## config.mk

```make
export PLATFORM = sky130hd
export DESIGN_NAME = gshare_branch_predictor_flat
export DESIGN_NICKNAME = d
export VERILOG_FILES = /design/src/rtl/gshare_branch_predictor_if.sv /design/src/rtl/gshare_branch_predictor.sv /design/src/flat_wrapper.sv
export SDC_FILE = /design/constraint.sdc
export NUM_CORES = 1
export LEC_CHECK = 0
export CORE_AREA = 2 2 129 131
export DETAILED_ROUTE_END_ITERATION = 16
export DIE_AREA = 0 0 131 133
export PLACE_DENSITY = 0.76
export SLEW_MARGIN = 30
export SYNTH_ARGS = -nofsm -noshare
export SYNTH_HDL_FRONTEND = slang
export SYNTH_SLANG_ARGS = --single-unit
```

## constraint.sdc

```tcl
create_clock -name clk -period 3.25 [get_ports clk]
set_input_delay 0.8125 -clock clk [delete_from_list [all_inputs] [get_ports clk]]
set_output_delay 0.8125 -clock clk [all_outputs]
set_load 0.1 [all_outputs]
```

## src/rtl/gshare_branch_predictor_if.sv

```systemverilog
// Fetch/resolve port bundle for the gshare direction predictor.
// The master side drives fetch and resolve information; the slave side is the predictor.
interface gshare_branch_predictor_if #(
  parameter int IDX_W  = 6,
  parameter int GHR_W  = 6,
  parameter int STAT_W = 16
);
  logic              fetch_is_br;
  logic [31:0]       fetch_pc;
  logic              pred_taken;
  logic [IDX_W-1:0]  pred_idx;
  logic [GHR_W-1:0]  pred_ghr;
  logic              res_valid;
  logic [IDX_W-1:0]  res_idx;
  logic [GHR_W-1:0]  res_ghr;
  logic              res_pred_taken;
  logic              res_taken;
  logic              flush;
  logic              ready;
  logic [STAT_W-1:0] stat_branches;
  logic [STAT_W-1:0] stat_mispredicts;

  modport master (
    output fetch_is_br, fetch_pc, res_valid, res_idx, res_ghr, res_pred_taken, res_taken,
    input  pred_taken, pred_idx, pred_ghr, flush, ready, stat_branches, stat_mispredicts
  );

  modport slave (
    input  fetch_is_br, fetch_pc, res_valid, res_idx, res_ghr, res_pred_taken, res_taken,
    output pred_taken, pred_idx, pred_ghr, flush, ready, stat_branches, stat_mispredicts
  );
endinterface

```

## src/rtl/gshare_branch_predictor.sv

```systemverilog
// Gshare/bimodal direction predictor: table of saturating counters indexed by PC (xor GHR),
// trained at resolve, with GHR repair on mispredict and saturating branch statistics.
module gshare_branch_predictor #(
  parameter int ENTRIES = 64,
  parameter int CTR_W   = 2,
  parameter int GHR_W   = 6,
  parameter int USE_GHR = 1,
  parameter int PC_LSB  = 2,
  parameter int STAT_W  = 16
) (
  input logic clk,
  input logic rst,
  gshare_branch_predictor_if.slave bp
);
  localparam int IDX_W = $clog2(ENTRIES);
  localparam logic [CTR_W-1:0] WNT     = CTR_W'((1 << (CTR_W - 1)) - 1);
  localparam logic [CTR_W-1:0] CTR_MAX = '1;
  localparam logic [STAT_W-1:0] STAT_MAX = '1;

  localparam logic [0:0] S_INIT = 1'b0;
  localparam logic [0:0] S_RUN  = 1'b1;

  logic [0:0]        state;
  logic [IDX_W-1:0]  init_ptr;
  logic [GHR_W-1:0]  ghr;
  logic [STAT_W-1:0] stat_br;
  logic [STAT_W-1:0] stat_mp;
  logic [CTR_W-1:0]  ctr_tbl [ENTRIES];

  logic              ready;
  logic              pred_taken;
  logic              flush;
  logic [IDX_W-1:0]  pc_idx;
  logic [IDX_W-1:0]  lookup_idx;
  logic              unused_pc_bits;

  function automatic logic [CTR_W-1:0] ctr_train(input logic [CTR_W-1:0] c, input logic up);
    if (up) return (c == CTR_MAX) ? c : c + 1'b1;
    return (c == '0) ? c : c - 1'b1;
  endfunction

  function automatic logic [STAT_W-1:0] stat_inc(input logic [STAT_W-1:0] s);
    return (s == STAT_MAX) ? s : s + 1'b1;
  endfunction

  assign unused_pc_bits = ^bp.fetch_pc;

  // Lookup: zero-latency read of the pre-update counter
  assign ready      = (state == S_RUN);
  assign pc_idx     = bp.fetch_pc[PC_LSB +: IDX_W];
  assign lookup_idx = (USE_GHR != 0) ? (pc_idx ^ IDX_W'(ghr)) : pc_idx;
  assign pred_taken = ready & ctr_tbl[lookup_idx][CTR_W-1];
  assign flush      = ready & bp.res_valid & (bp.res_pred_taken != bp.res_taken);

  assign bp.pred_taken       = pred_taken;
  assign bp.pred_idx         = lookup_idx;
  assign bp.pred_ghr         = ghr;
  assign bp.flush            = flush;
  assign bp.ready            = ready;
  assign bp.stat_branches    = stat_br;
  assign bp.stat_mispredicts = stat_mp;

  // Counter table: initialised by the INIT sweep rather than by reset
  always_ff @(posedge clk) begin
    if (state == S_INIT) begin
      ctr_tbl[init_ptr] <= WNT;
    end else if (bp.res_valid) begin
      ctr_tbl[bp.res_idx] <= ctr_train(ctr_tbl[bp.res_idx], bp.res_taken);
    end
  end

  // Control: init sweep, GHR repair/speculation, statistics
  always_ff @(posedge clk or posedge rst) begin
    if (rst) begin
      state    <= S_INIT;
      init_ptr <= '0;
      ghr      <= '0;
      stat_br  <= '0;
      stat_mp  <= '0;
    end else if (state == S_INIT) begin
      init_ptr <= init_ptr + 1'b1;
      if (init_ptr == IDX_W'(ENTRIES - 1)) state <= S_RUN;
    end else begin
      // A fetch alongside a flush is on the wrong path, so repair wins
      if (flush) begin
        ghr <= GHR_W'({bp.res_ghr, bp.res_taken});
      end else if (bp.fetch_is_br) begin
        ghr <= GHR_W'({ghr, pred_taken});
      end
      if (bp.res_valid) stat_br <= stat_inc(stat_br);
      if (flush)        stat_mp <= stat_inc(stat_mp);
    end
  end
endmodule

```

## src/flat_wrapper.sv

```systemverilog
// flat-port wrapper written by rule: the top's interface ports become plain ports
module gshare_branch_predictor_flat 
#(
  parameter int ENTRIES = 64,
  parameter int CTR_W   = 2,
  parameter int GHR_W   = 6,
  parameter int USE_GHR = 1,
  parameter int PC_LSB  = 2,
  parameter int STAT_W  = 16
)
  (clk, rst, bp_fetch_is_br, bp_fetch_pc, bp_res_valid, bp_res_idx, bp_res_ghr, bp_res_pred_taken, bp_res_taken, bp_pred_taken, bp_pred_idx, bp_pred_ghr, bp_flush, bp_ready, bp_stat_branches, bp_stat_mispredicts);
  gshare_branch_predictor_if #(.IDX_W(6), .GHR_W(GHR_W), .STAT_W(STAT_W)) bp_i ();
  input logic clk;
  input logic rst;
  input wire logic [$bits(bp_i.fetch_is_br)-1:0] bp_fetch_is_br;
  input wire logic [$bits(bp_i.fetch_pc)-1:0] bp_fetch_pc;
  input wire logic [$bits(bp_i.res_valid)-1:0] bp_res_valid;
  input wire logic [$bits(bp_i.res_idx)-1:0] bp_res_idx;
  input wire logic [$bits(bp_i.res_ghr)-1:0] bp_res_ghr;
  input wire logic [$bits(bp_i.res_pred_taken)-1:0] bp_res_pred_taken;
  input wire logic [$bits(bp_i.res_taken)-1:0] bp_res_taken;
  output wire logic [$bits(bp_i.pred_taken)-1:0] bp_pred_taken;
  output wire logic [$bits(bp_i.pred_idx)-1:0] bp_pred_idx;
  output wire logic [$bits(bp_i.pred_ghr)-1:0] bp_pred_ghr;
  output wire logic [$bits(bp_i.flush)-1:0] bp_flush;
  output wire logic [$bits(bp_i.ready)-1:0] bp_ready;
  output wire logic [$bits(bp_i.stat_branches)-1:0] bp_stat_branches;
  output wire logic [$bits(bp_i.stat_mispredicts)-1:0] bp_stat_mispredicts;
  assign bp_i.fetch_is_br = bp_fetch_is_br;
  assign bp_i.fetch_pc = bp_fetch_pc;
  assign bp_i.res_valid = bp_res_valid;
  assign bp_i.res_idx = bp_res_idx;
  assign bp_i.res_ghr = bp_res_ghr;
  assign bp_i.res_pred_taken = bp_res_pred_taken;
  assign bp_i.res_taken = bp_res_taken;
  assign bp_pred_taken = bp_i.pred_taken;
  assign bp_pred_idx = bp_i.pred_idx;
  assign bp_pred_ghr = bp_i.pred_ghr;
  assign bp_flush = bp_i.flush;
  assign bp_ready = bp_i.ready;
  assign bp_stat_branches = bp_i.stat_branches;
  assign bp_stat_mispredicts = bp_i.stat_mispredicts;
  gshare_branch_predictor #(.ENTRIES(ENTRIES), .CTR_W(CTR_W), .GHR_W(GHR_W), .USE_GHR(USE_GHR), .PC_LSB(PC_LSB), .STAT_W(STAT_W)) u_core (.clk(clk), .rst(rst), .bp(bp_i));
endmodule
```

==> key figures, run 1 <==
Clock tree
  – Clock buffer depth: 2
  – Num CTS Buffers: 17
  – CTS Sinks: roughly 170
  – Root Driver: clkbuf_16
  – CTS H-tree depth: 4
  – CTS clock-pin slew for the worst setup and hold paths: ~0.06 ns
  – CTS tree: yes
  – Clock insertion delay at the later pin of the skew report: between 0.4 and 0.5 ns

Routing
  – Post-route ant nets: 0
  – DR vias: 5597
  – DRC Markers: 0
  – Drt via density: 5.898
  – Routed length per instance: ~21 um
  – Final wirelength: approximately 20000 um
  – DR iter-0 viols: roughly 700
  – TritonRoute pass-1 iters: 5

Logic synthesis
  – Post-Syn Area: 0.008039 sq mm
  – EDFF count, synth: around 130
  – Yosys synthesis warning count: 0
  – Yosys cell types: 46
  – Post-synth top flop: edfxtp_1
  – Post-synth net total: between 600 and 700
  – Part of the Yosys area used for sequential elements: 0.6182
  – FF+latch count, synth: between 150 and 200
  – Mapped Avg Cell Area: around 14 sq um
  – Dominant cells by area after synthesis: edfxtp_1 48%, dfrtp_1 14%, mux4_2 11%
  – Area leader, netlist: edfxtp_1
  – Synth top area share: 0.4781
  – Synth async-reset ratio: 0.2601
  – Syn Inst Count: 586

Worst setup path
  – Crit. End Element: primary output
  – WS Path Type: in -> out
  – Startpoint types: primary input
  – R2R depth: 11
  – Critical path arrival: approximately 2.7 ns
  – Worst Path Required: between 2 and 2.5 ns
  – Critical-path maximum fanout: 6

Pwr
  – Power density cells: ~450 mW/mm^2
  – Switch Pwr: just over 1 mW
  – Int Pwr: around 3.6 mW
  – Switching portion of total power: 0.2196
  – Power share of the clock group: 0.426
  – Worst VDD drop: 0.3745 mV
  – Sequential power share: 0.505
  – Pwr Total: about 4.7 mW
  – Comb pwr share: 0.069
  – Static Leak: around 3.6 nW

Global routing
  – GRT overflow: 0
  – Largest net degree at the start of global routing: 46
  – First-pass GRT wire length: around 30000 um
  – Number of global-route vias before repair: 5491
  – Initial antenna violation count: 0
  – Overall Global Routing Usage: 0.2384

Min path
  – Hold Path Depth: 1
  – Worst hold path class: reg -> reg

Floorplan
  – Die Wd: approximately 130 um
  – Die Y: about 130 um
  – IO Pins: a little under 100
  – FP Rows: 47
  – Initial Utilization: 0.4971
  – CORE AREA: ~0.016 sq mm
  – Die footprint: ~0.017 sq mm

Placed design
  – I/O Buffers: just under 70
  – Post-Place Setup Slack: -0.6832 ns
  – DP Wirelength: around 14000 um
  – Area after DPL: about 0.0095 sq mm
  – Placed insts: around 910
  – Routability cong.: approximately 0.95

STA
  – Least-Margin Pin Slew: 0.5841 ns
  – Achievable Freq: around 290 MHz
  – Final setup fails: 1
  – Max-slew violation count: 0
  – Post-layout min period: around 3.5 ns
  – RSZ-0062 raised after global routing: yes
  – Final Worst Setup Slack: -0.2159 ns
  – Fin crit share: 1.066
  – Worst-case clock skew: a little under 0.009 ns
  – Hold Fails Final Rpt: 0
  – TNS Setup: -0.2159 ns
  – Slew margin rel.: 0.6106

Status
  – Outcome: complete, but fails checks
  – Failing checks: setup timing

Finish
  – Area Overhead vs Synth: 28.08%
  – Final net count: slightly below 800
  – Finished Layout Cells: 949
  – Fill cells: around 1.2k
  – Commonest non-fill, non-tap cells in the layout: 128 x edfxtp_1, 84 x buf_4, 81 x nor2_1, 59 x nand2_1, 43 x mux4_2
  – Commonest non-fill, non-tap cell in the layout: edfxtp_1
  – Multi-input gate area: between 0.003 and 0.004 sq mm
  – Sequential cell area: ~0.0050 sq mm
  – Share of cells above drive strength 1: 0.3182
  – Ant. Diodes: 0
  – Design area: about 0.01 sq mm

Run
  – Max Cap Viol: 0
[worst paths after layout]
kind | start | end | slack [ns]
max | bp_fetch_pc[3] | bp_pred_taken | -0.22
min | u_core.bp.stat_mispredicts[11] | u_core.bp.stat_mispredicts[11] | 0.50
max reg2reg | u_core.bp.pred_ghr[0] | u_core.bp.pred_ghr[0] | 0.71
min reg2reg | u_core.bp.stat_mispredicts[11] | u_core.bp.stat_mispredicts[11] | 0.50
max in group asynchronous | rst | u_core.bp.pred_ghr[1] | 1.99
min in group asynchronous | rst | u_core.bp.pred_ghr[2] | 0.84
[sequential cells by signal, summed over array words and instances (netlist names)]
name                        flops
u_core.bp.ready                 1
u_core.bp.pred_ghr              6
u_core.init_ptr                 6
u_core.bp.stat_mispredicts     16
u_core.bp.stat_branches        16
u_core.ctr_tbl                128
[synthesized netlist by cell type (3+ instances only)]
master	instances
dfrtp_1	45
o21a_1	3
buf_6	4
o21ai_0	8
mux4_2	41
nand4_1	15
o31ai_1	4
clkbuf_1	5
a21oi_1	14
nor3_2	3
nand3_1	28
or3_1	4
nor2_1	83
xnor2_1	26
nor2b_1	5
mux2i_1	8
xor2_1	16
and2_1	5
a31oi_1	5
inv_1	6
buf_2	9
and3_1	7
mux2_2	4
nand2_1	62
a22oi_1	12
nand2b_1	6
ha_1	3
nor3_1	3
edfxtp_1	128
[layer usage]
metal	GRT usage	wire, um
met1	0.3242	7705
met2	0.3762	9959
met3	0.05257	1771
met4	0.09279	573
met5	0	0
[repair_timing]
item / 4_1_cts / 5_1_grt
setup buffers: 8 / 1
pin swaps: 10 / 16
hold endpoints to repair: 0 / 0
cloned: 0 / 1
hold buffers: 0 / 0
setup endpoints to repair: 1 / 78
gates resized for setup: 28 / 21
[critical path, cell delays in order]
cell and delay, ns:
buf_2 0.11, xor2_2 0.21, buf_6 0.16, buf_4 0.17, mux4_2 0.33, a32oi_2 0.20, a21oi_2 0.08, nor3_2 0.20
buf_4 0.16, nor3b_4 0.05, buf_12 0.16
[logic make-up (layout without fill, tap and decap cells)]
logic type                 Yosys count  after routing  synth area share
AOI/OAI and AO/OA                   56             56           0.04467
adders and majority gates            4              4          0.006070
xor gates and xnor gates            42             42           0.04576
muxes                               55             55            0.1370
buffers and inverters               29            172           0.01914
DFF                                173            173            0.6182
and+or+nand+nor                    227            227            0.1292
[final cells by class]
class	count	share of cell area
clock buffers	18	0.04168
clock inverters	14	0.01398
inverters	8	0.003767
multi-input cells	384	0.3031
flip-flops and latches	173	0.4833
well taps	220	0.02673
repair buffers	132	0.1275
[power by group through the flow]
stage | logic [mW] | clock network, mW | registers, mW
final | 0.322 | 1.98 | 2.35
after global routing | 0.340 | 2.08 | 2.35
after CTS | 0.306 | 1.99 | 2.35
after detailed placement | 0.290 | 0 | 2.39
after global placement | 0.287 | 0 | 2.39
after floorplan | 0.159 | 0 | 2.39
[stage by stage]
step / hold slack (ns) / util
floorplan: 0.4859 / -
finish: 0.4979 / 0.6367
detailed placement: 0.4926 / 0.5872
global placement: 0.4825 / 0.5872
CTS: 0.5049 / 0.6305
global route: 0.5158 / 0.6367
Power figures use the tool's default switching activity.
==> inputs of run 2 (changes only) <==
CELL_PAD_IN_SITES_DETAIL_PLACEMENT = 0   (was default)
CELL_PAD_IN_SITES_GLOBAL_PLACEMENT = 1   (was default)
CORE_AREA = 2 2 142 144   (was 2 2 129 131)
DIE_AREA = 0 0 144 146   (was 0 0 131 133)
PLACE_DENSITY = default   (was 0.76)
PLACE_DENSITY_LB_ADDON = 0.1   (was default)
==> key figures, run 2 (synthesized netlist as in run 1, its figures left out) <==
Routing
  – Post-route ant nets: 0
  – Drt via density: about 5.4
  – TritonRoute pass-1 iters: 5
  – DRC Markers: 0
  – Routed length per instance: approximately 21 um
  – DR vias: around 5.5k
  – DR iter-0 viols: between 300 and 400
  – Final wirelength: about 21000 um

Worst setup path
  – Critical-path maximum fanout: 4
  – CP cell instances: xnor2_4 > clkinvlp_4 > buf_6 > mux4_2 > a21oi_2 > a21oi_2 > nor3_4 > nor3b_4 > buf_12
  – Slowest cell on the critical path: dfrtp_2
  – WS Path Type: reg -> out
  – Startpoint types: flip-flop
  – Critical path arrival: 2.74 ns
  – Worst Path Required: around 2.4 ns
  – Crit. End Element: primary output
  – Slowest stage delay, CP: between 0.4 and 0.5 ns
  – Crit path top cell by count: a21oi_2

STA
  – RSZ-0062 raised after global routing: yes
  – Slew margin rel.: 0.6098
  – Max-slew violation count: 0
  – Fin crit share: 1.093
  – Hold Fails Final Rpt: 0
  – Final Worst Setup Slack: -0.3019 ns
  – Post-layout min period: roughly 3.6 ns
  – Final setup fails: 1
  – Least-Margin Pin Slew: just under 0.6 ns
  – Achievable Freq: 281.5 MHz
  – Worst-case clock skew: ~0.014 ns

Placed design
  – Post-Place Setup Slack: -0.7138 ns
  – Routability cong.: roughly 0.94
  – DP Wirelength: about 15000 um
  – I/O Buffers: 69

Global routing
  – First-pass GRT wire length: ~32000 um
  – Initial antenna violation count: 0
  – Largest net degree at the start of global routing: 46
  – GRT overflow: 0
  – Number of global-route vias before repair: approximately 5.7k
  – Overall Global Routing Usage: 0.2084

Clock tree
  – Clock buffer depth: 2
  – Clock insertion delay at the later pin of the skew report: around 0.43 ns
  – CTS clock-pin slew for the worst setup and hold paths: 0.07 ns
  – CTS H-tree depth: 4
  – CTS Hold Bufs: 0
  – Root Driver: clkbuf_16
  – CTS tree: yes
  – CTS Sinks: 173
  – Num CTS Buffers: 17

Floorplan
  – FP Rows: 51
  – IO Pins: 97
  – Die footprint: about 0.021 sq mm
  – Initial Utilization: 0.4158
  – CORE AREA: just under 0.02 sq mm
  – Die Wd: roughly 140 um
  – Die Y: 146 um

Finish
  – Final net count: around 800
  – Ant. Diodes: 0
  – Number of flip-flops in the largest register: between 100 and 150
  – Share of cells above drive strength 1: 0.3501
  – Commonest non-fill, non-tap cells in the layout: 128 x edfxtp_1, 111 x buf_4, 81 x nor2_1, 62 x nand2_1, 42 x mux4_2
  – Largest register by flop count: u_core.ctr_tbl
  – Area Overhead vs Synth: 32.41%
  – Commonest non-fill, non-tap cell in the layout: edfxtp_1
  – Util after Layout: 0.5505

Status
  – Outcome: complete, but fails checks
  – Failing checks: setup timing

Pwr
  – Static Leak: ~3.7 nW
  – Power density cells: 441.9 mW/mm^2
  – Worst VDD drop: 0.3905 mV

Run
  – Max Cap Viol: 0

Min path
  – Worst hold path class: reg -> reg
-- run 2: critical path: cells and delay by family (launching register included) --
kind | cells | cell delay [ns]
AOI/OAI and AO/OA | 2 | 0.23
xor gates and xnor gates | 1 | 0.26
buffers and inverters | 3 | 0.58
DFF | 1 | 0.46
muxes | 1 | 0.46
and+or+nand+nor | 2 | 0.31
-- run 2: where the power goes --
group	internal [mW]	switching, mW
Sequential	2.35	0
Clock	1.14	0.881
Combinational	0.160	0.172
-- run 2: metrics by stage --
| step | area, sq um | TNS, ns | hold WS (ns) | power (mW) | instances |
|---|---|---|---|---|---|
| finish | 10640 | -0.3019 | 0.5009 | 4.703 | 1022 |
| floorplan | 8163 | -0.4653 | 0.4859 | 2.552 | 586 |
| global placement | 9679 | -49.50 | 0.4745 | 2.687 | 974 |
| global route | 10640 | -0.4203 | 0.5267 | 4.839 | 1022 |
| detailed placement | 9679 | -50.47 | 0.4914 | 2.688 | 974 |
| CTS | 10430 | -0.3145 | 0.5045 | 4.717 | 1013 |
-- run 2: area by class of cell --
class / count / area, sq um
inverter: 8 / 38.79
sequential: 173 / 4976
fill: 1616 / 8691
clock inverter: 15 / 161.4
timing repair buffer: 159 / 1544
timing repair inverter: 1 / 7.507
multi-input combinational: 384 / 3159
tap: 265 / 331.6
clock buffer: 17 / 425.4
-- run 2: routing by layer --
| layer | wire length, um | GRT usage | part of all wire |
|---|---|---|---|
| met5 | 0 | 0 | 0 |
| met4 | 483 | 0.06765 | 0.023 |
| met3 | 1213 | 0.03225 | 0.057 |
| met2 | 10250 | 0.3398 | 0.48 |
| met1 | 9277 | 0.2874 | 0.44 |
-- run 2: worst paths after layout --
path	start	to	depth (start not counted)	slack [ns]
max	u_core.bp.pred_ghr[0]	bp_pred_taken	9	-0.30
min	u_core.bp.stat_branches[15]	u_core.bp.stat_branches[15]	1	0.50
max reg2reg	u_core.bp.pred_ghr[0]	u_core.bp.pred_ghr[0]	12	0.52
min reg2reg	u_core.bp.stat_branches[15]	u_core.bp.stat_branches[15]	1	0.50
max in group asynchronous	rst	u_core.bp.pred_ghr[0]	3	1.99
min in group asynchronous	rst	u_core.bp.stat_mispredicts[9]	3	0.85
-- run 2: timing repair --
| action | CTS | global route |
|---|---|---|
| pin swaps | 13 | 11 |
| buffers inserted | 5 | 6 |
| resized for setup | 29 | 24 |
| setup endpoints to repair | 27 | 98 |
| gates cloned | 2 | 3 |
